<file path="config.mk">
export PLATFORM = sky130hd
export DESIGN_NAME = gray_position_tracker
export DESIGN_NICKNAME = d
export VERILOG_FILES = /design/src/rtl/gray_position_tracker.sv
export SDC_FILE = /design/constraint.sdc
export NUM_CORES = 1
export LEC_CHECK = 0
export BUFFER_PORTS_ARGS = -buffer_cell sky130_fd_sc_hd__buf_2
export CORE_AREA = 2 2 57 59
export DETAILED_ROUTE_END_ITERATION = 16
export DIE_AREA = 0 0 59 61
export HOLD_SLACK_MARGIN = 0.08
export PLACE_DENSITY = 0.81
export RECOVER_POWER = 100
export SLEW_MARGIN = 20
export SYNTH_ARGS = -nofsm -noshare
export SYNTH_HDL_FRONTEND = slang
export SYNTH_SLANG_ARGS = --single-unit
</file>
<file path="constraint.sdc">
create_clock -name clk -period 8.1 [get_ports clk]
set_clock_uncertainty 0.2 [all_clocks]
set_input_delay 1.215 -clock clk [delete_from_list [all_inputs] [get_ports clk]]
set_output_delay 1.215 -clock clk [all_outputs]
set_load 0.02 [all_outputs]
</file>
<file path="src/rtl/gray_position_tracker.sv">
// Debounced Gray-code position tracker: synchronizes and debounces a 4-bit Gray input,
// then turns accepted +/-1 steps into an 8-bit position. Optional macro GRAY_ERR_CNT_EN adds err_cnt.
module gray_position_tracker #(
    parameter int unsigned STABLE_CYCLES = 4
) (
    input  logic       clk,
    input  logic       rst,
    input  logic [3:0] gray_in,
    input  logic       clear,
    output logic [3:0] bin_out,
    output logic [7:0] pos,
    output logic       step_up,
    output logic       step_dn,
    output logic       err,
`ifdef GRAY_ERR_CNT_EN
    output logic [7:0] err_cnt,
`endif
    output logic       valid
);

    localparam int unsigned CODE_W = 4;
    localparam int unsigned CNT_W  = 4;
    localparam int unsigned POS_W  = 8;
    localparam logic [CNT_W-1:0] CNT_MAX = CNT_W'(STABLE_CYCLES - 1);

    logic [CODE_W-1:0] sync1;
    logic [CODE_W-1:0] sync2;
    logic [CODE_W-1:0] candidate;
    logic [CNT_W-1:0]  count;

    logic [CODE_W-1:0] cand_bin;
    logic [CODE_W-1:0] delta;
    logic              accept;
    logic              is_up;
    logic              is_dn;
    logic              is_err;
    logic [POS_W-1:0]  pos_next;

    function automatic logic [CODE_W-1:0] gray2bin(input logic [CODE_W-1:0] g);
        logic [CODE_W-1:0] b;
        b[3] = g[3];
        b[2] = b[3] ^ g[2];
        b[1] = b[2] ^ g[1];
        b[0] = b[1] ^ g[0];
        return b;
    endfunction

    // Acceptance needs a candidate that has been stable long enough and is new (or the first one).
    always_comb begin
        cand_bin = gray2bin(candidate);
        delta    = CODE_W'(cand_bin - bin_out);
        accept   = (count == CNT_MAX) && (sync2 == candidate) &&
                   (!valid || (cand_bin != bin_out));
        is_up    = valid && (delta == 4'd1);
        is_dn    = valid && (delta == 4'hF);
        is_err   = valid && !is_up && !is_dn;

        pos_next = pos;
        if (clear) begin
            pos_next = '0;
        end else if (accept && is_up) begin
            pos_next = POS_W'(pos + 8'd1);
        end else if (accept && is_dn) begin
            pos_next = POS_W'(pos - 8'd1);
        end
    end

    // Synchronizer and debounce counter.
    always_ff @(posedge clk or posedge rst) begin
        if (rst) begin
            sync1     <= '0;
            sync2     <= '0;
            candidate <= '0;
            count     <= '0;
        end else begin
            sync1 <= gray_in;
            sync2 <= sync1;
            if (sync2 != candidate) begin
                candidate <= sync2;
                count     <= '0;
            end else if (count != CNT_MAX) begin
                count <= CNT_W'(count + 4'd1);
            end
        end
    end

    // Registered outputs; pulses last one cycle by default.
    always_ff @(posedge clk or posedge rst) begin
        if (rst) begin
            bin_out <= '0;
            pos     <= '0;
            step_up <= 1'b0;
            step_dn <= 1'b0;
            err     <= 1'b0;
            valid   <= 1'b0;
        end else begin
            pos     <= pos_next;
            step_up <= accept && is_up;
            step_dn <= accept && is_dn;
            err     <= accept && is_err;
            if (accept) begin
                bin_out <= cand_bin;
                valid   <= 1'b1;
            end
        end
    end

`ifdef GRAY_ERR_CNT_EN
    // Saturating count of accepted illegal jumps.
    always_ff @(posedge clk or posedge rst) begin
        if (rst) begin
            err_cnt <= '0;
        end else if (clear) begin
            err_cnt <= '0;
        end else if (accept && is_err && (err_cnt != 8'hFF)) begin
            err_cnt <= POS_W'(err_cnt + 8'd1);
        end
    end
`endif

endmodule

</file>
==> qor.csv <==
stage;metric;value;unit
status;outcome;finished with violations;
status;violations;max-capacitance violations, max-slew violations;
logic_synthesis;synthFlopType;dfrtp_1;
global_routing;grt-ovfl-total;0;
pwr;ir_drop;115;uV
floorplan;row_count;20;
setup_path;path_class;flip-flop to flip-flop;
logic_synthesis;syn_inst;160;
clock_network;root_buffer;clkbuf_4;
floorplan;io_pins;23;
setup_path;r2r_cells;16;
cells_and_area;final_common_cell;dfrtp_1;
floorplan;dieWidth;59;um
floorplan;core_area;2950;um^2
routing;wire_per_inst;14.4;um
cells_and_area;syn_to_final_growth;8.59;%
logic_synthesis;syn_area;1730;um^2
timing;worst_pin_slew;1640;ps
setup_path;crit_path_end_kind;flip-flop;
global_routing;grt_pass1_wl;5.43;mm
setup_path;cp.required;8170;ps
routing;met3_length;177;um
timing;clock.fmax;200;MHz
cells_and_area;finish.utilization;0.637;
clock_network;clkSlewWorstSetupHoldPaths;100;ps
routing;highest_layer;met4;
timing;finalHoldViolCount;0;
timing;rsz0062_at_grt;false;
floorplan;start_util;0.587;
global_routing;grt_pass1_vias;1241;
cells_and_area;fin_cells;217;
floorplan;die_y;61;um
clock_network;cts_inserted_buffers;5;
setup_path;path_max_fanout;7;
global_routing;grt_usage;0.209;
routing;drt_iter0_markers;32;
clock_network;clk_latency;340;ps
routing;wl_met1;1.36;mm
logic_synthesis;yosysSeqAreaShare;0.462;
logic_synthesis;avgSynthCellArea;10.8;um^2
pwr;leakagePower;0.000859;uW
timing;final_max_slew_viol_count;33;
cells_and_area;n_antenna_cell;0;
logic_synthesis;yosysWarningCount;0;
cells_and_area;mostFrequentLayoutCells;dfrtp_1, clkbuf_1, nor2_1;
logic_synthesis;yosysUniqueCellTypes;39;
min_path;whs_path_depth;0;
clock_network;cts.path.max_buffers;2;
routing;vias;1261;
setup_path;worstSetupStartpointType;flip-flop;
clock_network;clock-sinks;32;
cells_and_area;fillCellCount;252;
logic_synthesis;synth-edff-count;0;
logic_synthesis;synth_nets;179;
routing;drc;0;
clock_network;post_cts_buffers;0;
flow_run;drv_cap;1;
routing;vias_per_cell;5.81;
routing;dr.pass1.iters;4;
cells_and_area;final_nets;202;
logic_synthesis;async_flop_share;1.00;
global_routing;antenna_found_initial;0;
clock_network;htreeDepth;2;
placement;post_dp_cell_area;1850;um^2
clock_network;hold_buffers;0;
timing;fin_crit;5000;ps
timing;period_share;0.617;
placement;hpwl;2.31;mm
placement;place.gp.congestion;0.887;
floorplan;design.die.area;3600;um^2
timing;slew_headroom;-0.0939;
cells_and_area;layout-drive-gt1-share;0.130;
global_routing;grt_max_degree;33;
cells_and_area;fin_area;1880;um^2
logic_synthesis;ys_top_cells_by_area;dfrtp_1, ha_1, mux2_2, xnor2_1, nor2_1;
logic_synthesis;synth_top_area_cell;dfrtp_1;
min_path;hp-class;flip-flop to flip-flop;
placement;portBuffers;22;
routing;ant_nets;0;
routing;routed-wl-met2;1.50;mm
logic_synthesis;synth_top_cell_area_share;0.462;
routing;drt-total-wl;3.12;mm
placement;dp.cells;209;
logic_synthesis;synth-seq-cells;32;
clock_network;cts_resized;0;
clock_network;cts_tree;done;
timing;setup_violations;0;
timing;tns;0;ps
setup_path;arrival;5070;ps
timing;holdWs;158;ps
pwr;p_per_area;167;nW/um^2
[critical path, cell delays in order (launching register included)]
cell	delay [ps]
dfrtp_1	430
xor2_1	280
xor2_1	390
xnor2_1	200
ha_1	220
inv_1	60
fa_1	380
xor2_1	190
nor3_1	180
o21a_1	230
nand2_1	210
ha_1	410
and3_1	200
a221o_2	390
o41a_2	390
or4b_1	470
nand4_1	100
[flip-flops by register name, summed over array words and instances, names as in the netlist]
register / flops
bin_out: 4
err: 1
step_dn: 1
step_up: 1
pos: 8
candidate: 4
count: 4
valid: 1
sync2: 4
sync1: 4
[metrics by stage]
| step | setup slack, ps | total power (uW) |
|---|---|---|
| 3_3_place_gp | 3400 | 189 |
| 6_report | 3100 | 314 |
| 2_1_floorplan | 3570 | 186 |
| 4_1_cts | 3060 | 318 |
| 5_1_grt | 2820 | 329 |
| 3_5_place_dp | 3130 | 192 |
[layout make-up]
cell class,instances,area (um^2),share of cell area
multi-input cells,111,825,0.438
inverters,10,37.5,0.0199
clock inverters,3,46.3,0.0246
flip-flops and latches,32,801,0.426
clock buffers,5,37.5,0.0199
repair buffers,23,93.8,0.0499
well taps,33,41.3,0.0219
[where the power goes]
part           leakage [uW]  switching (uW)  internal [uW]
combinational      0.000398            14.0           8.47
sequential         0.000419            2.30            163
clock             0.0000418            60.3           65.9
[Yosys cell counts (2+ instances only)]
| cell | count |
|---|---|
| dfrtp_1 | 32 |
| nor2_1 | 15 |
| nand2_1 | 12 |
| ha_1 | 10 |
| inv_1 | 10 |
| xnor2_1 | 7 |
| mux2_2 | 6 |
| o21ai_0 | 6 |
| xor2_1 | 6 |
| mux2i_1 | 5 |
| nor3_1 | 5 |
| a21oi_1 | 4 |
| clkbuf_1 | 4 |
| nand4_1 | 4 |
| nor2b_1 | 4 |
| o21a_1 | 3 |
| and3_1 | 2 |
| buf_6 | 2 |
| fa_1 | 2 |
| nand3_1 | 2 |
[kinds of logic (layout without fill, tap and decap cells)]
logic type               after synthesis  after routing  share of synthesized area
AND/OR/NAND/NOR                       53             53                      0.165
AO/OA/AOI/OAI                         22             22                     0.0968
adder cells (fa/ha/maj)               12             12                     0.0953
buffers and inverters                 17             41                     0.0477
multiplexers                          11             11                     0.0679
XOR/XNOR                              13             13                     0.0657
flip-flops                            32             32                      0.462
[path summary, 6_finish.rpt]
| kind | endpoint | slack (ps) | startpoint |
|---|---|---|---|
| max | pos[7] | 3100 | candidate[3] |
| min | sync2[1] | 160 | sync1[1] |
| max reg2reg | pos[7] | 3100 | candidate[3] |
| min reg2reg | sync2[1] | 160 | sync1[1] |
| max in group asynchronous | pos[7] | 5520 | rst |
| min in group asynchronous | step_up | 1220 | rst |
[metal layers]
layer / track usage / vias to the layer above
li1: - / 601
met1: 0.263 / 613
met2: 0.325 / 39
met3: 0.0661 / 8
met4: 0.110 / 0
met5: 0 / -
No activity file was read; power rests on OpenSTA's default activity.
